$ cat config.mk
export PLATFORM = sky130hd
export DESIGN_NAME = arbiter_game_n_flat
export DESIGN_NICKNAME = d
export VERILOG_FILES = /design/src/rtl/arbiter_game_n_if.sv /design/src/rtl/arbiter_game_n.sv /design/src/flat_wrapper.sv
export SDC_FILE = /design/constraint.sdc
export NUM_CORES = 1
export LEC_CHECK = 0
export BUFFER_PORTS_ARGS = -buffer_cell sky130_fd_sc_hd__buf_2
export CAP_MARGIN = 0
export CORE_MARGIN = 1
export CORE_UTILIZATION = 30
export DETAILED_ROUTE_END_ITERATION = 8
export PLACE_DENSITY = 0.47
export RECOVER_POWER = 100
export SLEW_MARGIN = 25
export SYNTH_ARGS = -nofsm -noshare
export SYNTH_HDL_FRONTEND = slang
export SYNTH_SLANG_ARGS = --single-unit
$ cat constraint.sdc
create_clock -name clk -period 2.35 [get_ports clk]
set_input_delay 0.235 -clock clk [delete_from_list [all_inputs] [get_ports clk]]
set_output_delay 0.235 -clock clk [all_outputs]
set_load 0.005 [all_outputs]
$ cat src/rtl/arbiter_game_n_if.sv
// Player/LED bus of the N-player arbiter game controller.
// The controller side uses the slave modport, the stimulus side uses master.
interface arbiter_game_n_if #(
    parameter int N_PLAYERS = 4,
    parameter int LED_COUNT = 4,
    parameter int SCORE_W   = 4
);
    localparam int SEL_W = $clog2(N_PLAYERS);

    logic [N_PLAYERS-1:0] req_n_in;
    logic                 start_in;
    logic [SEL_W-1:0]     score_sel_in;
    logic [LED_COUNT-1:0] leds_out;
    logic [N_PLAYERS-1:0] winner_out;
    logic [N_PLAYERS-1:0] foul_out;
    logic                 busy_out;
    logic                 done_out;
    logic [SCORE_W-1:0]   score_out;

    modport master (
        output req_n_in, start_in, score_sel_in,
        input  leds_out, winner_out, foul_out, busy_out, done_out, score_out
    );

    modport slave (
        input  req_n_in, start_in, score_sel_in,
        output leds_out, winner_out, foul_out, busy_out, done_out, score_out
    );
endinterface

$ cat src/rtl/arbiter_game_n.sv
// N-player reaction game controller: LED countdown, false-start detection,
// first-eligible-press arbitration (fixed or round-robin), timeout,
// winner blink display and saturating per-player scores.
module arbiter_game_n #(
    parameter int N_PLAYERS       = 4,
    parameter int LED_COUNT       = 4,
    parameter int PRESCALER_COUNT = 250,
    parameter int TIMEOUT_TICKS   = 16,
    parameter int WIN_BLINKS      = 6,
    parameter int TIE_MODE        = 0,
    parameter int SCORE_W         = 4
) (
    input  logic              clk,
    input  logic              rst_in_n,
    arbiter_game_n_if.slave   bus
);
    localparam int IDX_W   = $clog2(N_PLAYERS);
    localparam int PRE_W   = $clog2(PRESCALER_COUNT);
    localparam int CNT_MAX = (TIMEOUT_TICKS > WIN_BLINKS) ? TIMEOUT_TICKS : WIN_BLINKS;
    localparam int CNT_W   = $clog2(CNT_MAX + 1);

    typedef enum logic [1:0] {IDLE, COUNTDOWN, ARMED, WIN_SHOW} state_t;

    state_t               state;
    logic [N_PLAYERS-1:0] req_meta;
    logic [N_PLAYERS-1:0] req;
    logic [PRE_W-1:0]     presc;
    logic                 tick;
    logic [CNT_W-1:0]     cnt;
    logic [IDX_W-1:0]     last;
    logic [SCORE_W-1:0]   score [N_PLAYERS];
    logic [LED_COUNT-1:0] leds;
    logic [N_PLAYERS-1:0] winner;
    logic [N_PLAYERS-1:0] foul;
    logic                 busy;
    logic                 done;
    logic [N_PLAYERS-1:0] eligible;
    logic [N_PLAYERS-1:0] foul_next;
    logic                 found;
    logic [IDX_W-1:0]     pick;
    int unsigned          idx;
    logic [SCORE_W-1:0]   score_mux;

    // Two-flop synchroniser on the inverted (active-high) player buttons
    always_ff @(posedge clk or negedge rst_in_n) begin
        if (!rst_in_n) begin
            req_meta <= '0;
            req      <= '0;
        end else begin
            req_meta <= ~bus.req_n_in;
            req      <= req_meta;
        end
    end

    assign tick      = (presc == PRE_W'(PRESCALER_COUNT - 1));
    assign foul_next = foul | req;

    // Winner search: lowest index, or first eligible after the last winner
    always_comb begin
        eligible = req & ~foul;
        found    = 1'b0;
        pick     = '0;
        idx      = 0;
        for (int unsigned s = 0; s < N_PLAYERS; s++) begin
            idx = (TIE_MODE != 0) ? (32'(last) + 1 + s) % N_PLAYERS : s;
            if (!found && eligible[IDX_W'(idx)]) begin
                found = 1'b1;
                pick  = IDX_W'(idx);
            end
        end
    end

    // Score read-back mux; out-of-range selections read as zero
    always_comb begin
        score_mux = '0;
        if ({1'b0, bus.score_sel_in} < (IDX_W + 1)'(N_PLAYERS))
            score_mux = score[bus.score_sel_in];
    end

    // Round state machine with registered outputs; prescaler restarts on every state entry
    always_ff @(posedge clk or negedge rst_in_n) begin
        if (!rst_in_n) begin
            state  <= IDLE;
            presc  <= '0;
            cnt    <= '0;
            last   <= IDX_W'(N_PLAYERS - 1);
            leds   <= '0;
            winner <= '0;
            foul   <= '0;
            busy   <= 1'b0;
            done   <= 1'b0;
            for (int unsigned i = 0; i < N_PLAYERS; i++) score[i] <= '0;
        end else begin
            done  <= 1'b0;
            presc <= tick ? '0 : presc + 1'b1;
            unique case (state)
                IDLE: begin
                    leds <= '0;
                    if (bus.start_in) begin
                        state  <= COUNTDOWN;
                        presc  <= '0;
                        foul   <= '0;
                        winner <= '0;
                        leds   <= '1;
                        busy   <= 1'b1;
                    end
                end
                COUNTDOWN: begin
                    foul <= foul_next;
                    if (tick) begin
                        leds <= leds >> 1;
                        if (leds == LED_COUNT'(1)) begin
                            presc <= '0;
                            cnt   <= '0;
                            if (&foul_next) begin
                                state <= IDLE;
                                done  <= 1'b1;
                                busy  <= 1'b0;
                            end else begin
                                state <= ARMED;
                            end
                        end
                    end
                end
                ARMED: begin
                    // A win in the same cycle as the final timeout tick still wins
                    if (found) begin
                        winner <= N_PLAYERS'(1) << pick;
                        last   <= pick;
                        if (score[pick] != '1) score[pick] <= score[pick] + 1'b1;
                        state  <= WIN_SHOW;
                        leds   <= '1;
                        presc  <= '0;
                        cnt    <= '0;
                    end else if (tick) begin
                        if (cnt == CNT_W'(TIMEOUT_TICKS - 1)) begin
                            state <= IDLE;
                            done  <= 1'b1;
                            busy  <= 1'b0;
                        end else begin
                            cnt <= cnt + 1'b1;
                        end
                    end
                end
                WIN_SHOW: begin
                    if (tick) begin
                        if (cnt == CNT_W'(WIN_BLINKS - 1)) begin
                            leds  <= '0;
                            state <= IDLE;
                            done  <= 1'b1;
                            busy  <= 1'b0;
                        end else begin
                            leds <= ~leds;
                            cnt  <= cnt + 1'b1;
                        end
                    end
                end
                default: state <= IDLE;
            endcase
        end
    end

    assign bus.leds_out   = leds;
    assign bus.winner_out = winner;
    assign bus.foul_out   = foul;
    assign bus.busy_out   = busy;
    assign bus.done_out   = done;
    assign bus.score_out  = score_mux;
endmodule

$ cat src/flat_wrapper.sv
// flat-port wrapper written by rule: the top's interface ports become plain ports
module arbiter_game_n_flat 
#(
    parameter int N_PLAYERS       = 4,
    parameter int LED_COUNT       = 4,
    parameter int PRESCALER_COUNT = 250,
    parameter int TIMEOUT_TICKS   = 16,
    parameter int WIN_BLINKS      = 6,
    parameter int TIE_MODE        = 0,
    parameter int SCORE_W         = 4
)
  (clk, rst_in_n, bus_req_n_in, bus_start_in, bus_score_sel_in, bus_leds_out, bus_winner_out, bus_foul_out, bus_busy_out, bus_done_out, bus_score_out);
  arbiter_game_n_if #(.N_PLAYERS(N_PLAYERS), .LED_COUNT(LED_COUNT), .SCORE_W(SCORE_W)) bus_i ();
  input  logic clk;
  input  logic rst_in_n;
  input wire logic [$bits(bus_i.req_n_in)-1:0] bus_req_n_in;
  input wire logic [$bits(bus_i.start_in)-1:0] bus_start_in;
  input wire logic [$bits(bus_i.score_sel_in)-1:0] bus_score_sel_in;
  output wire logic [$bits(bus_i.leds_out)-1:0] bus_leds_out;
  output wire logic [$bits(bus_i.winner_out)-1:0] bus_winner_out;
  output wire logic [$bits(bus_i.foul_out)-1:0] bus_foul_out;
  output wire logic [$bits(bus_i.busy_out)-1:0] bus_busy_out;
  output wire logic [$bits(bus_i.done_out)-1:0] bus_done_out;
  output wire logic [$bits(bus_i.score_out)-1:0] bus_score_out;
  assign bus_i.req_n_in = bus_req_n_in;
  assign bus_i.start_in = bus_start_in;
  assign bus_i.score_sel_in = bus_score_sel_in;
  assign bus_leds_out = bus_i.leds_out;
  assign bus_winner_out = bus_i.winner_out;
  assign bus_foul_out = bus_i.foul_out;
  assign bus_busy_out = bus_i.busy_out;
  assign bus_done_out = bus_i.done_out;
  assign bus_score_out = bus_i.score_out;
  arbiter_game_n #(.N_PLAYERS(N_PLAYERS), .LED_COUNT(LED_COUNT), .PRESCALER_COUNT(PRESCALER_COUNT), .TIMEOUT_TICKS(TIMEOUT_TICKS), .WIN_BLINKS(WIN_BLINKS), .TIE_MODE(TIE_MODE), .SCORE_W(SCORE_W)) u_core (.clk(clk), .rst_in_n(rst_in_n), .bus(bus_i));
endmodule
Yosys cells after proc, flatten, opt, wreduce, memory -nomap -nowiden
Index checks and enable logic that the tools add are counted.
W data, S select, Z words.
- bitwise operators: 7
- shifts and indexed selects: 1
- mux-type cells: 69
- $add $sub $neg: 3
- reduce and logical (&&, ||, !) cells: 19
- magnitude comparators: 3
- equality and inequality tests: 22
- operator list (cell ; count):
    $mux W4 ; 12
    $mux W8 ; 5
    $mux W5 ; 7
    $pmux W8 S3 ; 1
    $mux W1 ; 22
    $mux W2 ; 11
    $bmux W4 S2 ; 2
    $bwmux W16 ; 1
    $ne A2 B1 Y1 const B ; 8
    $pmux W4 S2 ; 2
    $pmux W4 S4 ; 1
    $pmux W5 S3 ; 1
    $reduce_and A7 Y1 ; 2
    $not A4 Y4 ; 3
    $reduce_and A3 Y1 ; 3
    $reduce_and A9 Y1 ; 1
    $add A8 B1 Y8 const B ; 1
    $demux W4 S2 ; 1
    $eq A8 B8 Y1 const B ; 1
    $pmux W2 S4 ; 1
    $ge A3 B3 Y1 const B ; 2
    $ne A2 B2 Y1 const B ; 3
    $ne A3 B1 Y1 const B ; 2
    $not A2 Y3 ; 2
    other kinds (22) ; 29
- register bits: 53
- output and inout bits: 18
- input bits: 9
- logic and storage cells: 138

Depth between registers and ports, before layout
Gate-level depths: netlist (run 1).
- depth after elaboration: 18
- depth in mapped cells: 11
- depth with buffers taken out: 10

Least setup slack after synthesis (run 1)
Ideal clock, no wire load.
- path type: reg-to-reg
- from: register u_core.req[1]
- to: register u_core.score[9] (netlist name)
- setup time: 127 ps
- path slack: -243 ps
- buffers on the path: 1
- stages on the path, launching flop included: 12
- required time: 2223 ps
- clock period less this slack: 2593 ps
- arrival: 2466 ps
- cell sequence: dfrtp_1 nor2b_1 buf_6 nor3_1 a22o_1 nor2_1 inv_1 ha_1 o221ai_1 a211o_4 nand2b_4 mux2_1
- longest elaborated chain between the ends: 15
- elaborated cells on any way between the ends: 25
- classes of those cells: add/sub: 1; order compare: 2; eq/ne: 1; mux: 12; bitwise: 2; reduce/logical: 7
- ends and longest elaborated chain (item ; line ; RTL):
    from (decl) ; arbiter_game_n.sv:26 ; logic [N_PLAYERS-1:0] req;
    from (signal assigned) ; arbiter_game_n.sv:51 ; req <= req_meta;
    $and A4 B4 Y4 (*) ; arbiter_game_n.sv:60 ; eligible = req & ~foul;
    $logic_and A1 B1 Y1 (*) ; arbiter_game_n.sv:66 ; if (!found && eligible[IDX_W'(idx)]) begin
    $mux W1 ; arbiter_game_n.sv:66 ;
    $logic_not A1 Y1 ; arbiter_game_n.sv:66 ;
    $logic_and A1 B1 Y1 ; arbiter_game_n.sv:66 ;
    $mux W1 ; arbiter_game_n.sv:66 ;
    $logic_not A1 Y1 ; arbiter_game_n.sv:66 ;
    $logic_and A1 B1 Y1 ; arbiter_game_n.sv:66 ;
    $mux W2 ; arbiter_game_n.sv:66 ;
    $not A2 Y3 (not written as such) ; arbiter_game_n.sv:130 ; if (score[pick] != '1) score[pick] <= score[pick] + 1'b1;
    $bmux W4 S2 (tied with other cells) ; arbiter_game_n.sv:130 ;
    $mux W4 (not written as such) or $logic_and A1 B1 Y1 (tied branches) ; arbiter_game_n.sv:130 ;
    $mux W4 (not written as such) ; arbiter_game_n.sv:130 ;
    $add A4 B1 Y4 (tied with other cells) ; arbiter_game_n.sv:130 ;
    $bwmux W16 or $reduce_and A3 Y1 (tied branches) ; n/a ;
    to (decl) ; arbiter_game_n.sv:31 ; logic [SCORE_W-1:0] score [N_PLAYERS];
Mark *: on every way between the ends. The rest lies on a longest branch, timed or not. The select of a mux whose other input is x is not followed.
A chain may end at the register's enable or synchronous reset.

Worst setup path in the final report (run 1)
- from: register u_core.req[1]
- to: register u_core.score[14] (netlist name)
The elaborated chain is that of the path after synthesis.

==> flow_metrics.tcl, run 1 <==
set metrics [dict create \
    avgSynthCellArea_um2 10.05 \
    synth_ff_type "dfrtp_1" \
    routed_wl_mm 7.151 \
    core_area_um2 9328 \
    root_buffer "clkbuf_8" \
    synthCells 291 \
    min_to "u_core.req_meta[0]$_DFF_PN0_" \
    timing.fmax_mhz 404.9 \
    syn-cell-area_um2 2925 \
    drt_iter0_drc 89 \
    drc 0 \
    fin_nets 388 \
    r2r-end "u_core.score[14]$_DFFE_PN0P_" \
    dr.pass1.iters 4 \
    fin_area_um2 3782 \
    gp_congestion 0.8321 \
    fin_crit_sh_pct 105.1 \
    p_leak_nw 1.710 \
    cts_tree "yes" \
    whs_path_depth 2 \
    port_buffers 26 \
    synth_cell_types 54 \
    yosys-top-cells-area "dfrtp_1, o21ai_0, nor2_1" \
    rows 35 \
    hold_viol_final 0 \
    grt_max_degree 54 \
    track_usage_pct 15.09 \
    peakVddDrop_uv 245.4 \
    grt_pass1_wl_mm 11.85 \
    holdWs_ps 49.80 \
    status "finished with violations" \
    clock-sinks 53 \
    reg2reg_slack_ps -120 \
    busiest_layer "met2" \
    fin_worst_skew_ps 14.00 \
    relSlewSlack_pct 11.67 \
    arrival_ps 2660 \
    start_util_pct 31.36 \
    synth-seq-area-share_pct 45.34 \
    rsz0062_at_grt "true" \
    maxSlewViolCount 0 \
    gr-usage-met3_pct 2.705 \
    violations "setup timing" \
    cp_max_fo 8 \
    synth-edff-count 0 \
    synth_top_area_cell "dfrtp_1" \
    area_growth_pct 29.30 \
    timing.rr.start "u_core.req[1]$_DFF_PN0_" \
    place_area_um2 3545 \
    fin_tns_setup_ps -875.1 \
    finalNonFillerCells 503 \
    dr_total_vias 2448 \
    ys_async_sr_fraction_pct 100.0 \
    tightest_slew_ps 1325 \
    finalSetupViolations 12 \
    drive_gt1_share_pct 32.89 \
    clkTransAtPathRegs_ps 100 \
    setup.worst_path.class "flop to flop" \
    yosys_warnings 0 \
    cp-start-kind "flop" \
    antenna_found_initial 0 \
    synth_seq_cells 53 \
    hold_class "primary input to flop" \
    synth_top_area_share_pct 45.34 \
    numCtsBuffers 5 \
    dieArea_um2 10150 \
    syn_nets 306 \
    fin_ws_ps -119.5 \
    place_inst 482 \
    grt_pass1_vias 2335 \
    p_per_area_nw_per_um2 424.7 \
    reg2reg_depth 11 \
    detail_route.wl_per_cell_um 14.22 \
    hold_start "bus_req_n_in[0]" \
    num_antenna_cells 0 \
    clock_latency_ps 310 \
    fp.dieH_um 100.7 \
    die_x_um 100.7 \
    met1_usage_pct 21.85 \
    grt_use_met2_pct 23.18 \
    hpwl_mm 5.212 \
    routed_via_density 4.867 \
    ant_nets 0 \
    post-route-min-period_ps 2470 \
    end_kind "flop" \
    overflow 0 \
    clockBufferDepth 2 \
    max_cap_viol_count 0 \
    crit_required_ps 2540 \
    cts_htree_levels 2 \
    holdBufCountCts 0 \
    pin_count 27 \
    finalPower_mw 1.606 \
]
cells in the mapped netlist, types with 2 or more instances:
| master | n |
|---|---|
| nor4_1 | 3 |
| dfrtp_1 | 53 |
| mux2_4 | 6 |
| o221ai_1 | 2 |
| a21o_1 | 2 |
| o21ai_0 | 29 |
| nand4b_1 | 2 |
| ha_1 | 6 |
| mux4_2 | 4 |
| o311ai_1 | 2 |
| mux2i_1 | 4 |
| nand2b_4 | 2 |
| nand3_1 | 11 |
| inv_1 | 14 |
| mux2_1 | 2 |
| nand2_1 | 21 |
| nor2_1 | 31 |
| a22o_1 | 3 |
| a211oi_1 | 2 |
| buf_6 | 2 |
| a211oi_4 | 2 |
| o22a_1 | 4 |
| nand2b_1 | 7 |
| nor2b_1 | 3 |
| o22ai_1 | 3 |
| nor3_1 | 6 |
| xnor2_1 | 5 |
| clkbuf_1 | 5 |
| o2bb2ai_1 | 2 |
| nand4_1 | 3 |
| and3_1 | 5 |
| a21oi_1 | 23 |
layout make-up:
cell class                 count  area (um^2)
clock inverter                 2        38.79
sequential                    53         1326
multi-input combinational    215         1592
inverter                      15        56.30
clock buffer                   6        72.57
fill                         915         5545
tap                          129        161.4
timing repair buffer          83        535.5
worst max-delay path by stage:
stage	slack, ps	end	startpoint	cells after the start
2_1_floorplan	-180	u_core.score[1]$_DFFE_PN0P_	u_core.bus.foul_out[2]$_DFFE_PN0P_	10
3_3_place_gp	-110	u_core.score[7]$_DFFE_PN0P_	u_core.bus.foul_out[0]$_DFFE_PN0P_	10
3_5_place_dp	-120	u_core.score[11]$_DFFE_PN0P_	u_core.bus.foul_out[0]$_DFFE_PN0P_	10
4_1_cts	-40	u_core.score[11]$_DFFE_PN0P_	u_core.bus.foul_out[0]$_DFFE_PN0P_	10
5_1_grt	-230	u_core.score[14]$_DFFE_PN0P_	u_core.req[1]$_DFF_PN0_	11
6_report	-120	u_core.score[14]$_DFFE_PN0P_	u_core.req[1]$_DFF_PN0_	11
power by group:
part	switching, mW	internal (mW)
clock network	0.306	0.320
registers	0.00557	0.919
logic	0.0370	0.0189
total	0.348	1.26
worst max-delay path: stages (launching register included):
cell and delay (ps):
dfrtp_1 390, nor2b_4 130, buf_6 140, nor4_4 290, a22o_1 230, nor2_2 60
inv_2 80, ha_4 140, o221ai_4 100, a211o_4 380, nand2_4 120, mux2_4 300
registers in the layout, summed over array words and instances, names as in the netlist:
| signal | flops |
|---|---|
| u_core.state | 2 |
| u_core.bus.leds_out | 4 |
| u_core.bus.foul_out | 4 |
| u_core.req | 4 |
| u_core.score | 16 |
| u_core.bus.winner_out | 4 |
| u_core.bus.busy_out | 1 |
| u_core.presc | 8 |
| u_core.cnt | 5 |
| u_core.req_meta | 4 |
| u_core.bus.done_out | 1 |
routing by layer:
metal / up-vias / share of wire [%]
met1: 1181 / 50
li1: 1211 / -
met4: 0 / 1.0
met2: 50 / 45
met3: 6 / 3.4
met5: - / 0
placed cells by master (no fill, tap or decap), types with 4 or more instances in the layout:
cell type  instances
mux2i_1            4
a21oi_1           21
nand2_1           20
nor2_1            30
o21ai_0           26
buf_4             44
nor3_1             5
o22a_1             4
buf_2             22
nand3_1           11
dfrtp_1           53
inv_1             13
ha_1               5
clkbuf_1          12
and3_1             5
clkbuf_8           5
nand2b_1           5
mux2_4             8
xnor2_1            5
mux4_2             4
logic make-up (layout without fill, tap and decap cells):
family	after synthesis	after routing	synth area share (%)
AO/OA/AOI/OAI	81	81	18.52
XOR/XNOR	7	7	2.353
adder cells (fa/ha/maj)	6	6	2.566
buffers and inverters	23	106	3.507
flip-flops	53	53	45.34
multiplexers	17	17	8.683
AND/OR/NAND/NOR	104	104	19.03
metrics by stage:
step           utilization (%)  setup WS, ps
2_1_floorplan                -        -180.0
3_3_place_gp             38.00        -106.7
3_5_place_dp             38.00        -121.7
4_1_cts                  39.77        -43.30
5_1_grt                  40.55        -229.8
6_report                 40.55        -119.5
repair_timing:
| action | 4_1_cts | 5_1_grt |
|---|---|---|
| pin swaps | 4 | 6 |
| endpoints found under the hold margin | 0 | 0 |
| buffers inserted | 5 | 8 |
| resized for setup | 6 | 15 |
| setup endpoints to repair | 16 | 16 |
(Power assumes the default switching activity.)
==> inputs of run 2 (changes only) <==
--- a/config.mk
+++ b/config.mk
@@ -7,6 +7,7 @@
 export LEC_CHECK = 0
 export BUFFER_PORTS_ARGS = -buffer_cell sky130_fd_sc_hd__buf_2
 export CAP_MARGIN = 0
+export CORE_ASPECT_RATIO = 0.75
 export CORE_MARGIN = 1
 export CORE_UTILIZATION = 30
 export DETAILED_ROUTE_END_ITERATION = 8
==> run 2 against run 1 <==
Against the previous run: fmax increased by 3.8%; setup slack better by 91 ps; clock power is 40% higher; flip-flop and latch count unchanged; final cell count fell by 0.80%; first-iteration DRC count rose by 43%; routed wire length increased by 9.8%; utilization is 1.4 points higher; sequential share of layout area down 0.96 points; the flow still finishes with violations (setup timing); critical path depth unchanged; die area about the same.
==> flow_metrics.tcl, run 2 (synthesis results as in run 1) <==
set metrics [dict create \
    whs_path_depth 2 \
    start_util_pct 31.55 \
    dr.pass1.iters 5 \
    grt_pass1_vias 2426 \
    finalPower_mw 1.863 \
    rows 30 \
    cts_htree_levels 2 \
    min_to "u_core.req_meta[2]$_DFF_PN0_" \
    num_antenna_cells 0 \
    dr_total_vias 2455 \
    cts_tree "yes" \
    track_usage_pct 16.59 \
    finalSetupViolations 2 \
    holdWs_ps 74.67 \
    fin_tns_setup_ps -54.36 \
    hold_start "bus_req_n_in[2]" \
    die_x_um 116.0 \
    clock-sinks 53 \
    antenna_found_initial 0 \
    clkTransAtPathRegs_ps 70 \
    gp_congestion 0.9029 \
    timing.fmax_mhz 420.3 \
    wirelength_met1_mm 4.148 \
    p_leak_nw 1.745 \
    fin_ws_ps -29.00 \
    largest_reg_flops 16 \
    crit_required_ps 2530 \
    place_area_um2 3548 \
    dieArea_um2 10150 \
    layout_common_cells "dfrtp_1, buf_4, nor2_1" \
    post-route-min-period_ps 2379 \
    numCtsBuffers 5 \
    routed_wl_mm 7.849 \
    tightest_slew_ps 1103 \
    core_area_um2 9271 \
    r2r-end "u_core.score[9]$_DFFE_PN0P_" \
    met2RoutedLength_mm 3.181 \
    drt_iter0_drc 127 \
    peakVddDrop_uv 252.6 \
    reg2reg_depth 11 \
    clock_latency_ps 290 \
    fin_worst_skew_ps 4.955 \
    root_buffer "clkbuf_16" \
    rsz0062_at_grt "true" \
    fill_cells 920 \
    ant_nets 0 \
    grt_pass1_wl_mm 12.80 \
    end_kind "flop" \
    route.met3.wl_um 453 \
    top_layer_used "met4" \
    arrival_ps 2560 \
    violations "setup timing" \
    routed_via_density 4.920 \
    cp_max_fo 6 \
    final_common_cell "dfrtp_1" \
    overflow 0 \
    fin_nets 385 \
    hold_class "primary input to flop" \
    setup.worst_path.class "flop to flop" \
    timing.rr.start "u_core.bus.foul_out[1]$_DFFE_PN0P_" \
    largest_registers "u_core.score (16), u_core.presc (8), u_core.cnt (5)" \
    pin_count 27 \
    regMostFlops "u_core.score" \
    relSlewSlack_pct 26.48 \
    hpwl_mm 5.804 \
    area_growth_pct 33.06 \
    grt_max_degree 34 \
    detail_route.wl_per_cell_um 15.73 \
    p_per_area_nw_per_um2 478.6 \
    fin_crit_sh_pct 101.2 \
    hold_viol_final 0 \
    fp.dieH_um 87.52 \
    status "finished with violations" \
    max_cap_viol_count 0 \
    maxSlewViolCount 0 \
    clockBufferDepth 2 \
    drc 0 \
    fin_area_um2 3892 \
    reg2reg_slack_ps -30 \
    drive_gt1_share_pct 34.23 \
    port_buffers 26 \
    cp-start-kind "flop" \
]
[run 2: cell count changes in the layout (fill, tap and decap cells not counted), sizes merged]
| cell | previous run | this run |
|---|---|---|
| clkinvlp | 0 | 1 |
| clkbuf | 20 | 15 |
| buf | 69 | 70 |
| dlygate4sd3 | 0 | 1 |
| clkinv | 2 | 1 |
[run 2: what timing repair did]
item | in CTS | in global routing
hold endpoints to repair | 20 | 0
hold buffers | 1 | 0
resized for setup | 16 | 8
setup buffers | 7 | 3
pin swaps | 5 | 1
endpoints found under the setup margin | 16 | 16
cloned | 0 | 0
[run 2: through the flow]
step	setup slack, ps	cells	util (%)
floorplan	-180.0	291	-
global placement	-129.8	480	38.27
detailed placement	-113.9	480	38.27
CTS	-0.4510	496	41.42
global route	-150.2	499	41.98
finish	-29.00	499	41.98
[run 2: worst max path at each step]
stage / startpoint / end / slack, ps / cells after the start
after floorplan: u_core.bus.foul_out[2]$_DFFE_PN0P_ / u_core.score[1]$_DFFE_PN0P_ / -180 / 10
after global placement: u_core.bus.foul_out[0]$_DFFE_PN0P_ / u_core.score[7]$_DFFE_PN0P_ / -130 / 10
after detailed placement: u_core.bus.foul_out[0]$_DFFE_PN0P_ / u_core.score[7]$_DFFE_PN0P_ / -110 / 10
after CTS: u_core.bus.foul_out[2]$_DFFE_PN0P_ / u_core.score[9]$_DFFE_PN0P_ / -0.5 / 10
after global routing: u_core.bus.foul_out[2]$_DFFE_PN0P_ / u_core.score[9]$_DFFE_PN0P_ / -150 / 10
final: u_core.bus.foul_out[1]$_DFFE_PN0P_ / u_core.score[9]$_DFFE_PN0P_ / -30 / 11
[run 2: metal layers]
layer  global-route usage, %  up-vias
li1                        -     1201
met4                   4.895        0
met3                   5.637        4
met5                       0        -
met2                   22.19       54
met1                   24.83     1196
[run 2: critical path, stage by stage (launching register included)]
cell and delay, ps:
dfrtp_1 390, nor2b_2 190, buf_6 180, nand3_1 80, a21oi_1 240, nor2_2 90
inv_2 80, ha_4 140, o221ai_4 100, a211o_4 340, nand2b_4 130, mux2_4 300
[run 2: report_power, final]
| group | switching [mW] | internal (mW) | total, mW |
|---|---|---|---|
| clock | 0.343 | 0.532 | 0.876 |
| sequential | 0.00736 | 0.919 | 0.927 |
| combinational | 0.0390 | 0.0217 | 0.0607 |
[run 2: cell type report]
| type | count | area [um^2] | area share, % |
|---|---|---|---|
| multi-input combinational | 215 | 1634 | 41.98 |
| sequential | 53 | 1328 | 34.10 |
| timing repair buffer | 80 | 538.0 | 13.82 |
| tap | 128 | 160.2 | 4.114 |
| clock buffer | 6 | 138.9 | 3.568 |
| inverter | 15 | 56.30 | 1.446 |
| clock inverter | 2 | 37.54 | 0.9643 |
